[src/rtl/cpu8_pkg.sv]
// Shared definitions for the 8-bit CPU: datapath width, register-file geometry
// and the opcode type. Decode, execute, the register file and operand fetch all
// import it.
package cpu8_pkg;
  localparam int DATA_W     = 8;
  localparam int REG_ADDR_W = 3;
  localparam int NUM_REGS   = 1 << REG_ADDR_W;
  localparam int OP_W       = 4;

  typedef logic [OP_W-1:0] opcode_t;
endpackage

[src/rtl/reg_scoreboard.sv]
// Pending-write scoreboard: one busy bit per architectural register.
// Ports:
//   clk, rst            clock / synchronous active-high reset (clears all busy)
//   set_en, set_idx     mark a register as having a write in flight
//   clr_en, clr_idx     writeback retires the pending write to clr_idx
//   rs1_idx, rs2_idx,   lookup indices; *_pending is busy with the same-cycle
//   rd_idx              writeback bypassed (a register being written now is
//                       no longer pending from the reader's point of view)
//   busy                current busy vector (debug / observation)
module reg_scoreboard #(
  parameter int ADDR_W   = cpu8_pkg::REG_ADDR_W,
  parameter int NUM_REGS = cpu8_pkg::NUM_REGS
) (
  input  logic                clk,
  input  logic                rst,
  input  logic                set_en,
  input  logic [ADDR_W-1:0]   set_idx,
  input  logic                clr_en,
  input  logic [ADDR_W-1:0]   clr_idx,
  input  logic [ADDR_W-1:0]   rs1_idx,
  input  logic [ADDR_W-1:0]   rs2_idx,
  input  logic [ADDR_W-1:0]   rd_idx,
  output logic                rs1_pending,
  output logic                rs2_pending,
  output logic                rd_pending,
  output logic [NUM_REGS-1:0] busy
);
  import cpu8_pkg::*;

  logic [NUM_REGS-1:0] busy_nxt;

  // Clear first, then set: when the same register retires and is re-claimed in
  // one cycle, the new pending write must remain visible.
  always_comb begin
    busy_nxt = busy;
    if (clr_en) busy_nxt[clr_idx] = 1'b0;
    if (set_en) busy_nxt[set_idx] = 1'b1;
  end

  always_ff @(posedge clk) begin
    if (rst) busy <= '0;
    else     busy <= busy_nxt;
  end

  assign rs1_pending = busy[rs1_idx] & ~(clr_en & (clr_idx == rs1_idx));
  assign rs2_pending = busy[rs2_idx] & ~(clr_en & (clr_idx == rs2_idx));
  assign rd_pending  = busy[rd_idx]  & ~(clr_en & (clr_idx == rd_idx));
endmodule

[src/rtl/operand_fetch_stage.sv]
// Operand fetch: reads source registers from the RF, forwards same-cycle
// writeback data, stalls RAW/WAW hazards via reg_scoreboard and registers the
// instruction plus operands into a single slot feeding execute.
// Ports:
//   clk, rst                         clock / synchronous active-high reset
//   id_*                             instruction from decode (valid/ready)
//   rf_raddr1/2, rf_rdata1/2         combinational RF read port
//   wb_valid, wb_rd, wb_data         writeback (same cycle as RF write)
//   ex_*                             registered slot to execute (valid/ready)
//   dbg_busy                         scoreboard busy vector
//
// Handshake: a transfer happens on a rising edge where valid & ready are both
// high. Producers hold payload stable while valid & !ready; ready may depend
// combinationally on the consumer side (id_ready follows ex_ready and hazards).
module operand_fetch_stage #(
  parameter int DATA_W   = cpu8_pkg::DATA_W,
  parameter int ADDR_W   = cpu8_pkg::REG_ADDR_W,
  parameter int NUM_REGS = cpu8_pkg::NUM_REGS,
  parameter int OP_W     = cpu8_pkg::OP_W
) (
  input  logic                clk,
  input  logic                rst,
  input  logic                id_valid,
  output logic                id_ready,
  input  logic [OP_W-1:0]     id_opcode,
  input  logic [ADDR_W-1:0]   id_rd,
  input  logic [ADDR_W-1:0]   id_rs1,
  input  logic                id_use_rs1,
  input  logic [ADDR_W-1:0]   id_rs2,
  input  logic                id_use_rs2,
  input  logic                id_wr_rd,
  output logic [ADDR_W-1:0]   rf_raddr1,
  output logic [ADDR_W-1:0]   rf_raddr2,
  input  logic [DATA_W-1:0]   rf_rdata1,
  input  logic [DATA_W-1:0]   rf_rdata2,
  input  logic                wb_valid,
  input  logic [ADDR_W-1:0]   wb_rd,
  input  logic [DATA_W-1:0]   wb_data,
  output logic                ex_valid,
  input  logic                ex_ready,
  output logic [OP_W-1:0]     ex_opcode,
  output logic [ADDR_W-1:0]   ex_rd,
  output logic                ex_wr_rd,
  output logic [DATA_W-1:0]   ex_op1,
  output logic [DATA_W-1:0]   ex_op2,
  output logic [NUM_REGS-1:0] dbg_busy
);
  import cpu8_pkg::*;

  logic slot_free;
  logic rs1_pending, rs2_pending, rd_pending;
  logic hazard_rs1, hazard_rs2, hazard_waw;
  logic issue;
  logic [DATA_W-1:0] op1_sel, op2_sel;

  assign rf_raddr1 = id_rs1;
  assign rf_raddr2 = id_rs2;

  reg_scoreboard #(
    .ADDR_W   (ADDR_W),
    .NUM_REGS (NUM_REGS)
  ) u_sb (
    .clk         (clk),
    .rst         (rst),
    .set_en      (issue & id_wr_rd),
    .set_idx     (id_rd),
    .clr_en      (wb_valid),
    .clr_idx     (wb_rd),
    .rs1_idx     (id_rs1),
    .rs2_idx     (id_rs2),
    .rd_idx      (id_rd),
    .rs1_pending (rs1_pending),
    .rs2_pending (rs2_pending),
    .rd_pending  (rd_pending),
    .busy        (dbg_busy)
  );

  assign slot_free  = ~ex_valid | ex_ready;
  assign hazard_rs1 = id_use_rs1 & rs1_pending;
  assign hazard_rs2 = id_use_rs2 & rs2_pending;
  assign hazard_waw = id_wr_rd   & rd_pending;
  assign id_ready   = slot_free & ~hazard_rs1 & ~hazard_rs2 & ~hazard_waw;
  assign issue      = id_valid & id_ready;

  // The RF write for wb lands on the same edge as our capture, so the RF read
  // port still shows the old value; take wb_data directly instead.
  assign op1_sel = (wb_valid && wb_rd == id_rs1) ? wb_data : rf_rdata1;
  assign op2_sel = (wb_valid && wb_rd == id_rs2) ? wb_data : rf_rdata2;

  always_ff @(posedge clk) begin
    if (rst) begin
      ex_valid  <= 1'b0;
      ex_opcode <= '0;
      ex_rd     <= '0;
      ex_wr_rd  <= 1'b0;
      ex_op1    <= '0;
      ex_op2    <= '0;
    end else if (issue) begin
      ex_valid  <= 1'b1;
      ex_opcode <= id_opcode;
      ex_rd     <= id_rd;
      ex_wr_rd  <= id_wr_rd;
      ex_op1    <= op1_sel;
      ex_op2    <= op2_sel;
    end else if (ex_ready) begin
      // Slot drained with nothing behind it; payload is left as-is.
      ex_valid <= 1'b0;
    end
  end
endmodule
[config.mk]
export PLATFORM = sky130hd
export DESIGN_NAME = operand_fetch_stage
export DESIGN_NICKNAME = d
export VERILOG_FILES = /design/src/rtl/cpu8_pkg.sv /design/src/rtl/reg_scoreboard.sv /design/src/rtl/operand_fetch_stage.sv
export SDC_FILE = /design/constraint.sdc
export NUM_CORES = 1
export LEC_CHECK = 0
export CAP_MARGIN = 40
export CORE_ASPECT_RATIO = 1.5
export CORE_MARGIN = 3
export CORE_UTILIZATION = 42
export DETAILED_ROUTE_END_ITERATION = 16
export PLACE_DENSITY = 0.79
export SLEW_MARGIN = 20
export SYNTH_ARGS = -nofsm -noshare
export SYNTH_HDL_FRONTEND = slang
export SYNTH_SLANG_ARGS = --single-unit
[constraint.sdc]
create_clock -name clk -period 3 [get_ports clk]
set_input_delay 0.6 -clock clk [delete_from_list [all_inputs] [get_ports clk]]
set_output_delay 0.6 -clock clk [all_outputs]
set_load 0.05 [all_outputs]
==> results.md, run 1 <==
| Stage | Quantity | This run |
|---|---|---|
| outcome | Result of the run | complete, no violations |
| die | Core Area | 4850 um^2 |
| layout | Total area of sequential cells | 661 um^2 |
| synthesis | Average cell area after synthesis | 9.21 um^2 |
| synthesis | Number of flops mapped to enable cells by yosys | 0 |
| clocking | Number of buffers created by CTS | 5 |
| clocking | Clk sinks | 33 |
| clocking | Count of H-tree levels built during CTS | 2 |
| global routing | Met1 Resource Use GR | 19.7% |
| synthesis | Fraction of registers with async set or reset after synthesis | 0% |
| layout | Ratio of cells with drive above 1 in the final layout | 13.1% |
| critical path | Worst Reg2Reg Path Length in Cells | 7 |
| synthesis | Yosys warning count | 0 |
| detailed routing | Total number of vias | 1949 |
| timing | Max-slew violations | 0 |
| power and ir drop | Worst IR drop on VDD | 0.315 mV |
| synthesis | Number of distinct library cell variants in the gate-level netlist after synthesis | 32 |
| clocking | Clock latency at the later pin of the worst-skew pair | 0.27 ns |
| timing | Slew at the pin with the worst max-slew slack | 0.528 ns |
| critical path | Required time at the endpoint of the critical path | 2.40 ns |
| layout | Layout Nets | 362 |
| timing | Number of failing hold endpoints at the final stage | 0 |
| timing | Minimum clock period | 2.92 ns |
| die | Initial core utilization | 43.9% |
| timing | Final worst clock skew | 0.00215 ns |
| critical path | Worst Setup EP | id_ready |
| clocking | Clock tree from TritonCTS | done |
| layout | Area occupied by multi-input gates | 1310 um^2 |
| clocking | CTS Buffer Depth | 2 |
| die | Number of standard-cell rows in the floorplan | 31 |
| die | Die X | 64.1 um |
| synthesis | Prevailing post-synth register cell | dfxtp_1 |
| layout | Diodes inserted | 0 |
| timing | Final WS setup | 0.0783 ns |
| detailed routing | Count of nets left with antenna violations after detail routing | 0 |
| critical path | Element type at the critical path start | primary input |
| detailed routing | Number of iterations in the first detailed-routing pass | 4 |
| power and ir drop | Leakage power | 1.36 nW |
| timing | Unrepaired setup endpoints after global routing | no |
| synthesis | Cell area after synthesis | 2130 um^2 |
| detailed routing | Detailed router's first-iteration violation count | 61 |
| die | Vert. Die Dim | 93.2 um |
| synthesis | Sequential fraction of the synthesis area | 31.0% |
| place | Final weighted congestion in routability-driven placement | 0.907 |
| timing | Worst hold slack across all endpoints | 0.476 ns |
| place | HPWL reported at the end of detailed placement | 4.25 mm |
| timing | Share of the clock period used by the worst path after layout | 97.4% |
| critical path | Critical Path Start | id_rd[0] |
| clocking | Root buffer selected by CTS | clkbuf_8 |
| power and ir drop | Power per cell area | 405 nW/um^2 |
| global routing | Via count of the first global-routing pass | 1929 |
| hold path | Worst hold path class | reg2reg |
| die | Io pins | 88 |
| global routing | Initial antenna violation count | 0 |
| global routing | Global Route met3 Usage | 5.41% |
| synthesis | Synth Register Bits | 33 |
| critical path | Kind of capture point of the worst setup path | output pin |
| place | Number of input and output port buffers inserted | 87 |
| global routing | Busiest layer in global routing | met2 |
| power and ir drop | Total chip power | 1.28 mW |
| detailed routing | Post-DR wirelength/cell | 14.4 um |
| clocking | Clock slew seen by the registers of the worst setup and hold paths | 0.06 ns |
| place | Inst Count DP | 373 |
| layout | Post-route non-filler standard cell count | 380 |
| global routing | Maximum number of pins on one net before global-route repair | 46 |
| global routing | Wire length of the first global-routing pass | 8.93 mm |
| detailed routing | Via density per instance | 5.13 |
| synthesis | Total nets after synthesis | 279 |
| timing | Setup-violating endpoint count in the final report | 0 |
| place | Minimum setup slack after placement | 0.0447 ns |
| global routing | GR Util met2 | 34.7% |
| critical path | Critical-path maximum fanout | 3 |
| critical path | R2R Path Start | u_sb.busy[6]$_SDFF_PP0_ |
| global routing | Global route overflow | 0 |
| die | Full die area | 5980 um^2 |
| critical path | Flop2flop setup slack | 0.91 ns |
| clocking | Number of hold-repair buffers added at the cts stage | 0 |
| detailed routing | Remaining DRCs | 0 |
| timing | Headroom to the max-slew limit | 64.7% |
| detailed routing | Total Wirelength | 5.47 mm |
| timing | Setup TNS Final | 0 ns |
| layout | Fill cell count | 424 |
| synthesis | Synthesized instance count | 231 |
| flow run | Maximum capacitance violations | 0 |
| critical path | Worst reg2reg path endpoint | ex_op1[7]$_SDFFE_PP0P_ |
| critical path | Kind of critical path | in2out |
| clocking | Setup repair bufs after CTS | 0 |
| clocking | Resize count post-CTS | 0 |
| global routing | Overall routing resource usage | 18.8% |
| layout | Synth-to-Final Area Change | 48.3% |
| critical path | Data arrival time at the worst-slack endpoint | 2.32 ns |
| timing | FMAX | 342 MHz |
-- cell usage in the layout, fill, tap and decap left out, types with 9 or more instances in the layout --
master and instances:
buf_4 17, clkdlybuf4s50_1 79, dfxtp_1 33, mux2_4 11, mux2i_1 33, nand2b_1 22
nor2_1 18, nor2b_1 17, xnor2_1 9
-- worst min-delay path by stage --
stage | end | startpoint | slack [ns] | cells past startpoint
final | ex_rd[0]$_SDFFE_PP0P_ | ex_rd[0]$_SDFFE_PP0P_ | 0.48 | 2
after global routing | ex_rd[0]$_SDFFE_PP0P_ | ex_rd[0]$_SDFFE_PP0P_ | 0.51 | 2
after CTS | ex_wr_rd$_SDFFE_PP0P_ | ex_wr_rd$_SDFFE_PP0P_ | 0.48 | 2
after detailed placement | ex_wr_rd$_SDFFE_PP0P_ | ex_wr_rd$_SDFFE_PP0P_ | 0.46 | 2
after global placement | ex_opcode[3]$_SDFFE_PP0P_ | ex_opcode[3]$_SDFFE_PP0P_ | 0.46 | 2
after floorplan | ex_opcode[3]$_SDFFE_PP0P_ | ex_opcode[3]$_SDFFE_PP0P_ | 0.69 | 2
-- routing by layer --
layer	up-vias	wire, um	share of wire, %
met5	-	0	0
met4	0	120	2.2
met3	13	404	7.4
met2	75	2840	52
met1	901	2100	38
li1	960	-	-
-- where the power goes --
part / leakage [nW] / internal, mW / switching (mW) / total [mW]
combinational: 1.04 / 0.219 / 0.247 / 0.466
clock: 0.0443 / 0.182 / 0.147 / 0.329
sequential: 0.270 / 0.468 / 0.0160 / 0.484
-- sequential cells by signal (all words and copies together) (netlist names) --
signal	flops
u_sb.busy	8
ex_op1	8
ex_wr_rd	1
ex_op2	8
ex_rd	3
ex_opcode	4
ex_valid	1
-- final cells by class --
| class | instances | area share, % |
|---|---|---|
| tap | 66 | 2.62 |
| clock buffer | 7 | 2.74 |
| multi-input combinational | 169 | 41.5 |
| inverter | 4 | 0.476 |
| timing repair buffer | 101 | 31.7 |
| sequential | 33 | 20.9 |
-- cell usage after synthesis (all sizes together) (7+ instances only) --
| cell | n | area (um^2) |
|---|---|---|
| nand2 | 7 | 26.3 |
| nor2b | 17 | 106 |
| xnor2 | 9 | 78.8 |
| buf | 16 | 119 |
| or3 | 8 | 50.1 |
| o22ai | 8 | 50.1 |
| nor2 | 18 | 67.6 |
| clkbuf | 9 | 35.0 |
| mux2i | 33 | 330 |
| mux2 | 19 | 255 |
| dfxtp | 33 | 661 |
| nand2b | 22 | 138 |
-- worst max-delay path: stages --
cell and delay, ns:
clkdlybuf4s50_1 0.48, mux2_1 0.32, or3_1 0.30, and4_4 0.19, nor3b_2 0.23, clkbuf_16 0.20
-- cell families (layout without fill, tap and decap cells) --
| family | Yosys count | count (layout) | share of synthesized area [%] |
|---|---|---|---|
| simple gates | 85 | 85 | 22.9 |
| mux | 52 | 52 | 27.5 |
| flops | 33 | 33 | 31.0 |
| buf+inv | 29 | 112 | 7.94 |
| compound gates | 23 | 23 | 6.88 |
| xor+xnor | 9 | 9 | 3.70 |
-- per-stage QoR --
step	utilization (%)	cell area [um^2]
finish	65.1	3160
global route	65.1	3160
CTS	64.9	3150
detailed placement	63.1	3060
global placement	62.7	3040
floorplan	-	2130
No activity file was read; power rests on OpenSTA's default activity.
==> run 2: changes to the inputs <==
- SLEW_MARGIN: 20 -> not set
==> results of run 2 <==
Final layout, timing and power as in run 1 (identical DEF).
==> run 3: changes to the inputs <==
- CORE_UTILIZATION: 42 -> 41
- PLACE_DENSITY: 0.79 -> 0.8
- SYNTH_HIERARCHICAL: not set -> 1
==> results.md, run 3 <==
| Stage | Quantity | This run | Change |
|---|---|---|---|
| timing | Setup TNS Final | 0 ns | unchanged |
| power and ir drop | Power per cell area | 484 nW/um^2 | was 405 nW/um^2 |
| synthesis | Proportion of netlist area held by the largest area contributor | 35.3% | was 31.0% |
| synthesis | Arithmetic-cell share of the synthesized area counting full adders, half adders and majority gates | 0% | unchanged |
| critical path | Number of buffers and inverters on the critical path | 2 | unchanged |
| critical path | Data arrival time at the worst-slack endpoint | 2.31 ns | was 2.32 ns |
| critical path | Required time at the endpoint of the critical path | 2.40 ns | about the same |
| hold path | Startpoint of the most critical hold path | ex_rd[0]$_SDFFE_PP0P_ | unchanged |
| global routing | Met1 Resource Use GR | 24.8% | was 19.7% |
| timing | Max-slew violations | 0 | unchanged |
| global routing | Via count of the first global-routing pass | 2000 | was 1929 |
| die | Core Area | 4320 um^2 | was 4850 um^2 |
| critical path | Largest delay contributor family on the critical path | buffers and inverters | was simple AND/OR/NAND/NOR gates |
| synthesis | Simple-Gate Fraction of Synth Area | 27.5% | was 22.9% |
| global routing | Wire length of the first global-routing pass | 9.16 mm | was 8.93 mm |
| die | Number of standard-cell rows in the floorplan | 29 | was 31 |
| timing | Worst hold slack across all endpoints | 0.456 ns | was 0.476 ns |
| die | Full die area | 5430 um^2 | was 5980 um^2 |
| power and ir drop | Leakage power | 1.12 nW | was 1.36 nW |
| layout | Ratio of cells with drive above 1 in the final layout | 9.46% | was 13.1% |
| critical path | Highest cell delay on the worst timing path | 0.69 ns | was 0.48 ns |
| critical path | Worst Setup EP | id_ready | unchanged |
| timing | Setup-violating endpoint count in the final report | 0 | unchanged |
| critical path | CP max-delay cell | clkdlybuf4s50_1 | unchanged |
| flow run | Maximum capacitance violations | 0 | unchanged |
| clocking | Root buffer selected by CTS | clkbuf_8 | unchanged |
| critical path | R2R Path Start | u_sb/busy[3]$_SDFF_PP0_ | was u_sb.busy[6]$_SDFF_PP0_ |
| layout | Most frequent cells in the layout | 78 x clkdlybuf4s50_1, 33 x dfxtp_1, 22 x nand2_1, 20 x nor2_1, 19 x buf_4 | was 79 x clkdlybuf4s50_1, 33 x mux2i_1, 33 x dfxtp_1, 22 x nand2b_1, 18 x nor2_1 |
| critical path | CP Cell Sequence | clkdlybuf4s50_1 -> mux2i_1 -> a22oi_1 -> and4_1 -> nand2_1 -> and3_1 -> buf_12 | was clkdlybuf4s50_1 -> mux2_1 -> or3_1 -> and4_4 -> nor3b_2 -> clkbuf_16 |
| die | Io pins | 88 | unchanged |
| global routing | Global route overflow | 0 | unchanged |
| global routing | GR Util met2 | 38.3% | was 34.7% |
| global routing | Overall routing resource usage | 22.3% | was 18.8% |
| synthesis | Synthesized instance count | 228 | was 231 |
| place | HPWL reported at the end of detailed placement | 4.42 mm | was 4.25 mm |
| critical path | Critical-path maximum fanout | 7 | was 3 |
| layout | Leading cell type in the layout, fill and taps excluded | clkdlybuf4s50_1 | unchanged |
| clocking | Clock latency at the later pin of the worst-skew pair | 0.28 ns | was 0.27 ns |
| synthesis | Synthesized-area fraction occupied by xor and xnor cells | 7.02% | was 3.70% |
| detailed routing | Total Wirelength | 5.84 mm | was 5.47 mm |
| timing | Slew at the pin with the worst max-slew slack | 0.516 ns | was 0.528 ns |
| synthesis | Synth top area cells | dfxtp_1 35%, a221oi_1 7.5%, mux2i_1 6.4%, nor3_1 4.8%, a21oi_1 4.5% | was dfxtp_1 31%, mux2i_1 16%, mux2_4 7.8%, nand2b_1 6.5%, nor2b_1 5.0% |
| detailed routing | Post-DR wirelength/cell | 16.1 um | was 14.4 um |
| clocking | Clk sinks | 33 | unchanged |
| layout | Synth-to-Final Area Change | 54.8% | was 48.3% |
| die | Initial core utilization | 43.3% | was 43.9% |
| layout | Fill cell count | 360 | was 424 |
| layout | Diodes inserted | 0 | unchanged |
| synthesis | Total nets after synthesis | 276 | was 279 |
| timing | Unrepaired setup endpoints after global routing | no | unchanged |
| timing | Number of failing hold endpoints at the final stage | 0 | unchanged |
| global routing | Initial antenna violation count | 0 | unchanged |
| layout | Registers with the most flip-flops | ex_op1 x8, ex_op2 x8, u_sb/busy x8 | was ex_op1 x8, ex_op2 x8, u_sb.busy x8 |
| detailed routing | Via density per instance | 5.71 | was 5.13 |
| die | Vert. Die Dim | 88.7 um | was 93.2 um |
| synthesis | Synth Register Bits | 33 | unchanged |
| clocking | Number of buffers created by CTS | 5 | unchanged |
| timing | Share of the clock period used by the worst path after layout | 97.2% | was 97.4% |
| synthesis | Complex-gate fraction of the synthesized area | 16.1% | was 6.88% |
| place | Number of input and output port buffers inserted | 87 | unchanged |
| critical path | Critical Path Start | id_rs2[1] | was id_rd[0] |
| synthesis | Combinational family with the most area after synthesis | simple AND/OR/NAND/NOR gates | was multiplexers |
| synthesis | Sequential fraction of the synthesis area | 35.3% | was 31.0% |
| clocking | Setup repair bufs after CTS | 0 | unchanged |
| clocking | CTS Buffer Depth | 2 | unchanged |
| detailed routing | Total number of vias | 2073 | was 1949 |
| critical path | Flop2flop setup slack | 0.97 ns | was 0.91 ns |
| critical path | Worst reg2reg path endpoint | u_sb/busy[2]$_SDFF_PP0_ | was ex_op1[7]$_SDFFE_PP0P_ |
| synthesis | Yosys warning count | 6 | was 0 |
| die | Die X | 61.2 um | was 64.1 um |
| timing | FMAX | 343 MHz | was 342 MHz |
| synthesis | Number of flops mapped to enable cells by yosys | 0 | unchanged |
| global routing | Maximum number of pins on one net before global-route repair | 34 | was 46 |
| timing | Minimum clock period | 2.91 ns | was 2.92 ns |
| place | Final weighted congestion in routability-driven placement | 0.888 | was 0.907 |
| hold path | Worst hold path class | reg2reg | unchanged |
| synthesis | Post-synthesis cell type with the largest combined area | dfxtp_1 | unchanged |
| critical path | Depth of the critical timing path with buffers and inverters included | 7 | was 6 |
| synthesis | Cell area after synthesis | 1870 um^2 | was 2130 um^2 |
| synthesis | Number of distinct library cell variants in the gate-level netlist after synthesis | 28 | was 32 |
| global routing | Global Route met3 Usage | 5.84% | was 5.41% |
| clocking | Count of H-tree levels built during CTS | 2 | unchanged |
| timing | Headroom to the max-slew limit | 65.5% | was 64.7% |
| synthesis | Leading post-synthesis cells by instance count | 33 x dfxtp_1, 22 x nand2_1, 20 x nor2_1, 18 x nor3_1, 17 x a21oi_1 | was 33 x dfxtp_1, 33 x mux2i_1, 22 x nand2b_1, 18 x nor2_1, 17 x nor2b_1 |
| critical path | Element type at the critical path start | primary input | unchanged |
| clocking | Clock tree from TritonCTS | done | unchanged |
| critical path | Kind of capture point of the worst setup path | output pin | unchanged |
| clocking | Clock slew seen by the registers of the worst setup and hold paths | 0.06 ns | about the same |
| synthesis | Average cell area after synthesis | 8.20 um^2 | was 9.21 um^2 |
| global routing | Busiest layer in global routing | met2 | unchanged |
| synthesis | Prevailing post-synth register cell | dfxtp_1 | unchanged |
| timing | Final worst clock skew | 0.00899 ns | was 0.00215 ns |
| detailed routing | Detailed router's first-iteration violation count | 139 | was 61 |
| critical path | Worst Reg2Reg Path Length in Cells | 10 | was 7 |
| power and ir drop | Worst IR drop on VDD | 0.323 mV | was 0.315 mV |
| critical path | Kind of critical path | in2out | unchanged |
| detailed routing | Number of iterations in the first detailed-routing pass | 4 | unchanged |
| layout | Layout Nets | 364 | was 362 |
| synthesis | Library cell with the highest instance count after synthesis | dfxtp_1 |  |
| outcome | Result of the run | complete, no violations | unchanged |
| synthesis | Mux share of post-synthesis cell area | 6.42% | was 27.5% |
| detailed routing | Remaining DRCs | 0 | unchanged |
| detailed routing | Count of nets left with antenna violations after detail routing | 0 | unchanged |
| synthesis | Fraction of registers with async set or reset after synthesis | 0% | unchanged |
## run 3: timing repair
item / in CTS / in global routing
gates resized for setup: 0 / 3
hold buffers: 0 / 0
endpoints found under the setup margin: 0 / 1
## run 3: metal layers
| layer | share of wire, % | vias to the layer above |
|---|---|---|
| li1 | - | 986 |
| met1 | 40 | 964 |
| met2 | 50 | 101 |
| met3 | 7.1 | 22 |
| met4 | 2.9 | 0 |
| met5 | 0 | - |
## run 3: worst min-delay path by stage
stage,to,depth (start not counted)
after floorplan,ex_opcode[0]$_SDFFE_PP0P_,2
after global placement,ex_opcode[2]$_SDFFE_PP0P_,2
after detailed placement,ex_rd[2]$_SDFFE_PP0P_,2
after CTS,ex_rd[2]$_SDFFE_PP0P_,2
after global routing,ex_opcode[0]$_SDFFE_PP0P_,2
final,ex_rd[0]$_SDFFE_PP0P_,2
## run 3: area by class of cell
type	instances	area, um^2	share of cell area, %
clock buffers	7	86.3	2.98
clock inverters	1	30.0	1.04
inverters	1	3.75	0.130
multi-input cells	172	1070	36.8
flip-flops and latches	33	661	22.8
well taps	46	57.6	1.99
repair buffers	103	991	34.2
## run 3: worst min-delay path, delay by kind of cell (launching register included)
kind	cells	cell delay, ns
AOI/OAI and AO/OA	1	0.05
DFF	1	0.31
and+or+nand+nor	1	0.05
## run 3: cell families after synthesis
family / Yosys count
buffers and inverters: 23
AOI/OAI and AO/OA: 45
xor gates and xnor gates: 15
DFF: 33
and+or+nand+nor: 100
muxes: 12
## run 3: report_power, final
group | internal [mW] | switching [mW]
clock | 0.271 | 0.161
sequential | 0.472 | 0.0179
combinational | 0.198 | 0.282
total | 0.941 | 0.461
## run 3: through the flow
step | instance area, um^2 | setup WS, ns | power (mW) | instances | util [%]
global placement | 2760 | 0.0699 | 0.972 | 353 | 64.0
detailed placement | 2770 | 0.0117 | 0.980 | 355 | 64.2
global route | 2900 | 0.00941 | 1.47 | 363 | 67.1
floorplan | 1870 | 0.529 | 0.786 | 228 | -
CTS | 2890 | 0.00514 | 1.41 | 363 | 66.9
finish | 2900 | 0.0852 | 1.40 | 363 | 67.1
